===== src/rtl/control_sequencer.sv =====
// Multi-cycle accumulator machine sequencer: fetches, decodes and executes
// single-address instructions against an external memory and combinational ALU.
module control_sequencer #(
  parameter logic [11:0] RESET_PC = 12'h000
) (
  input  logic        clk,
  input  logic        reset,
  input  logic        start,
  output logic [15:0] mem_addr,
  output logic [15:0] mem_wdata,
  output logic        mem_we,
  input  logic [15:0] mem_rdata,
  output logic [3:0]  alu_op,
  output logic [15:0] alu_a,
  output logic [15:0] alu_b,
  input  logic [15:0] alu_result,
  output logic [11:0] pc,
  output logic [15:0] acc,
  output logic [15:0] ir,
  output logic        busy,
  output logic        halted
);

  typedef enum logic [2:0] {
    S_IDLE   = 3'd0,
    S_FETCH  = 3'd1,
    S_DECODE = 3'd2,
    S_OPRD   = 3'd3,
    S_EXEC   = 3'd4,
    S_WRITE  = 3'd5
  } state_t;

  localparam logic [3:0] OP_LOAD  = 4'h0;
  localparam logic [3:0] OP_STORE = 4'h1;
  localparam logic [3:0] OP_ADD   = 4'h2;
  localparam logic [3:0] OP_SUB   = 4'h3;
  localparam logic [3:0] OP_AND   = 4'h4;
  localparam logic [3:0] OP_OR    = 4'h5;
  localparam logic [3:0] OP_XOR   = 4'h6;
  localparam logic [3:0] OP_SHL   = 4'h7;
  localparam logic [3:0] OP_SHR   = 4'h8;
  localparam logic [3:0] OP_JUMP  = 4'h9;
  localparam logic [3:0] OP_JZ    = 4'hA;
  localparam logic [3:0] OP_JNZ   = 4'hB;
  localparam logic [3:0] OP_HALT  = 4'hF;

  function automatic logic [3:0] alu_code(input logic [3:0] opc);
    case (opc)
      OP_ADD:  alu_code = 4'b0000;
      OP_SUB:  alu_code = 4'b0001;
      OP_SHL:  alu_code = 4'b0100;
      OP_SHR:  alu_code = 4'b0101;
      OP_AND:  alu_code = 4'b1000;
      OP_OR:   alu_code = 4'b1001;
      OP_XOR:  alu_code = 4'b1010;
      default: alu_code = 4'b0000;
    endcase
  endfunction

  state_t      state_r, state_s;
  logic [11:0] pc_r, pc_s;
  logic [15:0] acc_r, acc_s;
  logic [15:0] ir_r, ir_s;
  logic        halted_r, halted_s;
  logic        busy_r;
  logic [15:0] mem_addr_r, mem_addr_s;
  logic        mem_we_r, mem_we_s;
  logic [3:0]  alu_op_r;

  // Next-state and datapath update; jump decisions use the word arriving in DECODE.
  always_comb begin
    state_s  = state_r;
    pc_s     = pc_r;
    acc_s    = acc_r;
    ir_s     = ir_r;
    halted_s = halted_r;
    case (state_r)
      S_IDLE: begin
        if (start) begin
          state_s  = S_FETCH;
          halted_s = 1'b0;
        end else begin
          state_s  = S_IDLE;
        end
      end
      S_FETCH: state_s = S_DECODE;
      S_DECODE: begin
        ir_s = mem_rdata;
        pc_s = pc_r + 12'd1;
        case (mem_rdata[15:12])
          OP_LOAD, OP_ADD, OP_SUB, OP_AND, OP_OR, OP_XOR: state_s = S_OPRD;
          OP_SHL, OP_SHR: state_s = S_EXEC;
          OP_STORE:       state_s = S_WRITE;
          OP_JUMP: begin
            pc_s    = mem_rdata[11:0];
            state_s = S_FETCH;
          end
          OP_JZ: begin
            if (acc_r == 16'h0000) begin
              pc_s = mem_rdata[11:0];
            end else begin
              pc_s = pc_r + 12'd1;
            end
            state_s = S_FETCH;
          end
          OP_JNZ: begin
            if (acc_r != 16'h0000) begin
              pc_s = mem_rdata[11:0];
            end else begin
              pc_s = pc_r + 12'd1;
            end
            state_s = S_FETCH;
          end
          OP_HALT: begin
            halted_s = 1'b1;
            state_s  = S_IDLE;
          end
          default: state_s = S_FETCH;
        endcase
      end
      S_OPRD: state_s = S_EXEC;
      S_EXEC: begin
        if (ir_r[15:12] == OP_LOAD) begin
          acc_s = mem_rdata;
        end else begin
          acc_s = alu_result;
        end
        state_s = S_FETCH;
      end
      S_WRITE: state_s = S_FETCH;
      default: state_s = S_IDLE;
    endcase
  end

  // Memory strobes are computed from the upcoming state so they can be registered.
  always_comb begin
    mem_addr_s = 16'h0000;
    mem_we_s   = 1'b0;
    case (state_s)
      S_FETCH: mem_addr_s = {4'h0, pc_s};
      S_OPRD:  mem_addr_s = {4'h0, ir_s[11:0]};
      S_WRITE: begin
        mem_addr_s = {4'h0, ir_s[11:0]};
        mem_we_s   = 1'b1;
      end
      default: mem_addr_s = 16'h0000;
    endcase
  end

  // State and output registers; reset clears everything without waiting for clk.
  always_ff @(posedge clk or posedge reset) begin
    if (reset) begin
      state_r    <= S_IDLE;
      pc_r       <= RESET_PC;
      acc_r      <= 16'h0000;
      ir_r       <= 16'h0000;
      halted_r   <= 1'b0;
      busy_r     <= 1'b0;
      mem_addr_r <= 16'h0000;
      mem_we_r   <= 1'b0;
      alu_op_r   <= 4'b0000;
    end else begin
      state_r    <= state_s;
      pc_r       <= pc_s;
      acc_r      <= acc_s;
      ir_r       <= ir_s;
      halted_r   <= halted_s;
      busy_r     <= (state_s != S_IDLE);
      mem_addr_r <= mem_addr_s;
      mem_we_r   <= mem_we_s;
      alu_op_r   <= alu_code(ir_s[15:12]);
    end
  end

  assign mem_addr  = mem_addr_r;
  assign mem_we    = mem_we_r;
  assign mem_wdata = acc_r;
  assign alu_op    = alu_op_r;
  assign alu_a     = acc_r;
  assign alu_b     = mem_rdata;
  assign pc        = pc_r;
  assign acc       = acc_r;
  assign ir        = ir_r;
  assign busy      = busy_r;
  assign halted    = halted_r;

endmodule


===== config.mk =====
export PLATFORM = sky130hd
export DESIGN_NAME = control_sequencer
export DESIGN_NICKNAME = d
export VERILOG_FILES = /design/src/rtl/control_sequencer.sv
export SDC_FILE = /design/constraint.sdc
export NUM_CORES = 1
export LEC_CHECK = 0
export ABC_CLOCK_PERIOD_IN_PS = 4800
export CAP_MARGIN = 20
export CORE_MARGIN = 5
export CORE_UTILIZATION = 47
export CTS_CLUSTER_DIAMETER = 50
export DETAILED_ROUTE_END_ITERATION = 6
export PLACE_DENSITY = 0.86
export SLEW_MARGIN = 0
export SYNTH_ARGS = -nofsm -noshare
export SYNTH_HDL_FRONTEND = slang
export SYNTH_SLANG_ARGS = --single-unit
export TNS_END_PERCENT = 5

===== constraint.sdc =====
create_clock -name clk -period 4.8 [get_ports clk]
set_clock_uncertainty 0.2 [all_clocks]
set_input_delay 1.2 -clock clk [delete_from_list [all_inputs] [get_ports clk]]
set_output_delay 1.2 -clock clk [all_outputs]
set_load 0.02 [all_outputs]

# [After elaboration in Yosys (flattened, before gate mapping)]
# Index checks and enable logic that the tools add are counted.
[op_classes] addsub=1 eq_ne=28 mux=15 n_reduce_logical=12
[ops] cell="$mux 12" count=3
[ops] cell="$pmux 12 s3" count=1
[ops] cell="$eq 4x3->1 const B" count=8
[ops] cell="$mux 16" count=2
[ops] cell="$eq 4x4->1 const B" count=6
[ops] cell="$pmux 12 s2" count=1
[ops] cell="$pmux 4 s6" count=1
[ops] cell="$logic_not 16->1" count=1
[ops] cell="$reduce_bool 16->1" count=1
[ops] cell="$pmux 3 s5" count=1
[ops] cell="$add 12x1->12 const B" count=1
[ops] cell="$eq 4x2->1 const B" count=3
[ops] cell="$pmux 3 s4" count=1
[ops] cell="$eq 3x2->1 const B" count=3
[ops] cell="$eq 3x3->1 const B" count=3
[ops] cell="$logic_not 4->1" count=2
[ops] cell="$eq 3x1->1 const B" count=2
[ops] cell="$reduce_or 2->1" count=3
[ops] cell="$reduce_or 6->1" count=1
[ops] cell="$eq 4x1->1 const B" count=1
[ops] cell="$mux 1" count=4
[ops] cell="$logic_not 3->1" count=1
[ops] cell="$reduce_and 3->1" count=1
[ops] cell="$reduce_bool 3->1" count=1
[ops] cell="other kinds (4)" count=4
[totals] register_bits=70 in_bits=35 out_inout_bits=115

# [Depth between registers and ports, before layout]
[depth] ltp_word=7 mapped_depth=9

# [Worst setup path after synthesis]
# Ideal clock, no wire load.
[synth_timing] path_kind="input-to-reg" start="in mem_rdata[13]" end="reg mem_addr_r[8] (netlist: mem_addr[8])" setup_ns=0.120 arrival_time_ns=3.127 required_ns=4.480 slack_ns=1.352 cell_stages=7 n_path_buf=1 path_cell_list="buf_4 or4b_4 nor4_4 and2_1 mux2_2 mux2_2 a31o_2"
[synth_via] word_cells_on_any_way=24 classes_between="15 x eq/ne; 5 x mux; 4 x reduce/logical"
[synth_lines] element="start: declaration" line_no="12" source="input logic [15:0] mem_rdata,"
[synth_lines] element="$eq 4x4->1" line_no="90" source="case (mem_rdata[15:12])"
[synth_lines] element="$pmux 12 s3 *" line_no="90"
[synth_lines] element="$mux 12 *" line_no="77" source="case (state_r)"
[synth_lines] element="net pc_s[8]" line_no="61" source="logic [11:0] pc_r, pc_s;"
[synth_lines] element="$pmux 12 s2 *" line_no="139" source="case (state_s)"
[synth_lines] element="net mem_addr_s[8]" line_no="66" source="logic [15:0] mem_addr_r, mem_addr_s;"
[synth_lines] element="end signal: assignment" line_no="169" source="mem_addr_r <= mem_addr_s;"
[synth_lines] element="end: declaration" line_no="66"
# Mark *: on every way through the listed nets, which the timed path passes. The rest lies on a longest branch.
# A chain may end at the register's enable or synchronous reset.

# [Worst setup path after layout]
[layout_timing] start="in mem_rdata[12]" end="out alu_b[12]"
[layout_lines] element="end: declaration" line_no="15" source="output logic [15:0] alu_b,"
# No word-level cell between the ends.

==> run metrics <==
status finished, final reports clean; Main synth FF type dfrtp_1; share of the synthesized area in the top cell type 0.439; die width 99.5 um; WL/cell 18.4 um; Starting Density 0.485; TritonCTS Buffers 9; post-layout min period 4.03 ns; fillers 614; GPL Wtd Cong 0.878; YS warnings 0; H-tree levels 3; synthesis-stage register bit count 66; PwrDens 703 nW/um^2; Max Root-Sink Buffers 2; simple-gate share of the synthesized area 0.179; largest net degree at the start of global routing 38; Crit path buffers/inverters 2; vias in the first global route 3,222; crit start category primary input; Least-Margin Pin Slew between 1 and 1.5 ns; routed via count roughly 3,200; reg-to-reg slack, setup 1.89 ns; CP top delay family buffers and inverters; number of synthesized flops with an enable pin 0; Worst Reg-to-Reg Cells 6; Slowest Stage Delay on Critical Path 0.73 ns; Gate Count Post-Synth 402; PortBufs 145; # Max-Cap Violations 0; Via density between 5 and 6; critical path fanouts, max 11; setup_tns 0 ns; Clock Latency Late Sink 0.34 ns; dpl cells slightly below 600; Leak 2.12 nW; sequential share of the synthesized area 0.439; share of cells above drive strength 1 0.0813; Layout area overhead 36.3%; Tot GR Track Use 0.221; Reg-to-Reg End mem_addr[5]$_DFF_PP0_; Critical Path End alu_b[12]; crit path cell chain clkdlybuf4s50_1 > clkdlybuf4s50_1; Setup-failing EPs final 0; Synth Area in Compound Gates 0.138; non-filler cells, final 594; fin area 5130 um^2; initial DRC count between 150 and 200; Row Count 32; Tcrit/Tclk final 0.839; grt ovf 0; CTS clk-pin slew, worst paths 0.06 ns; Post-Place Worst Slack 0.523 ns; Avg Inst Size Synth 9.37 um^2; Synth Area in XOR/XNOR 0.00931; antenna cells 0; RR Startpoint acc[11]$_DFFE_PP0N_; Root Buffer clkbuf_8; Placed Instance Area around 4900 um^2; total power around 3.6 mW; Critical Path Slowest Stage Cell clkdlybuf4s50_1; # IOs 150; Die Ht 99.5 um; relative slew slack 0.282; unrepaired setup endpoints after global routing no; drt drc 0; remaining antenna violation count 0; VDD IR max 0.381 mV; most numerous cell in the Yosys netlist dfrtp_1; initial antenna violation count 0; Max Clk Rate 248 MHz; Final nets ~520; HPWL after DPL about 7.9 mm; post-CTS sizing 0; Crit Path Class in2out; Final Hold Viols 0; Yosys cell types 63; post-synthesis mux area share 0.0861; ys async rst share 1.00; drt first pass iters 5; top cells by area, synth dfrtp_1 44%, buf_4 11%, mux2i_1 6.9%; core area between 7000 and 8000 um^2; arrival time worst endpoint between 2 and 3 ns; drt total wl about 11 mm; Synth Cell Area ~3800 um^2; Crit path depth 2; Critical Path RT 3.40 ns; setup bufs post-CTS 0; Setup crit end kind primary output; post-synthesis adder-cell area fraction 0.00332; worst setup path startpoint mem_rdata[12]; fin. max-slew vios 0; setup ws final 0.771 ns; worst min-delay path class reg2reg; main combinational cell family by area after synthesis simple AND/OR/NAND/NOR gates; Hold-fix buffers, CTS 0; CP dominant cell by count clkdlybuf4s50_1; Yosys top cell by area dfrtp_1; top cells by count, synth 66 x dfrtp_1, 54 x buf_4, 54 x nand2_1, 35 x nor2_1, 26 x mux2i_1; CTS tree built; clock sinks 66; first-pass GRT wire length 17.3 mm; total die area 9900 um^2
## metal layers
| layer | routed length (um) | track usage | up-vias |
|---|---|---|---|
| met4 | 140 | 0.0725 | 0 |
| met5 | 0 | 0 | - |
| met1 | 4520 | 0.279 | 1577 |
| li1 | - | - | 1520 |
| met2 | 5430 | 0.364 | 131 |
| met3 | 835 | 0.0645 | 10 |
## cell usage in the layout (no fill, tap or decap), types with 6 or more instances in the layout
cell             instances
nor2_1                  35
nand3_1                 15
clkbuf_8                12
o21ai_0                  6
mux2i_1                 26
nor3_1                   6
clkdlybuf4s50_1        145
inv_1                    8
dfrtp_1                 66
a21oi_1                 22
nand2_1                 54
and3_1                   7
## state kept, by name, indices dropped and copies added (netlist names)
| signal | count |
|---|---|
| acc | 16 |
| ir | 16 |
| mem_addr | 12 |
| pc | 12 |
| alu_op | 4 |
| state_r | 3 |
| busy | 1 |
| halted | 1 |
| mem_we | 1 |
## metrics by stage
stage / util / hold WS [ns]
detailed placement: 0.630 / 0.285
CTS: 0.661 / 0.307
finish: 0.661 / 0.303
global placement: 0.630 / 0.278
floorplan: - / 0.392
global route: 0.661 / 0.323
## worst min-delay path by stage
stage | from | to | slack (ns) | depth (start not counted)
after global routing | ir[10]$_DFF_PP0_ | ir[10]$_DFF_PP0_ | 0.32 | 2
after global placement | ir[8]$_DFF_PP0_ | ir[8]$_DFF_PP0_ | 0.28 | 2
after detailed placement | ir[0]$_DFF_PP0_ | ir[0]$_DFF_PP0_ | 0.28 | 2
after floorplan | state_r[1]$_DFF_PP0_ | state_r[2]$_DFF_PP0_ | 0.39 | 2
final | ir[0]$_DFF_PP0_ | ir[0]$_DFF_PP0_ | 0.30 | 2
after CTS | ir[7]$_DFF_PP0_ | ir[7]$_DFF_PP0_ | 0.31 | 2
## kinds of logic after synthesis
logic type,after synthesis
AOI/OAI and AO/OA,71
buffers and inverters,88
adders and majority gates,1
xor gates and xnor gates,4
DFF,66
muxes,31
other,1
and+or+nand+nor,140
## report_power, final
part,total (mW),internal [mW],switching (mW)
clock network,0.549,0.334,0.214
registers,1.04,0.793,0.252
logic,2.01,0.898,1.12
total,3.61,2.02,1.58
## final cells by class
class / instances / area, um^2 / area share
clock inverter: 4 / 72.6 / 0.0141
clock buffer: 12 / 165 / 0.0322
tap: 102 / 128 / 0.0249
sequential: 66 / 1650 / 0.322
inverter: 10 / 37.5 / 0.00731
timing repair buffer: 149 / 1480 / 0.289
multi-input combinational: 251 / 1600 / 0.311
## worst register-to-register path, delay by kind of cell, from the launching register on
kind               cells  cell delay, ns
and+or+nand+nor        4            1.61
DFF                    1            0.42
muxes                  1            0.36
AOI/OAI and AO/OA      1            0.23
No activity file was read; power rests on OpenSTA's default activity.
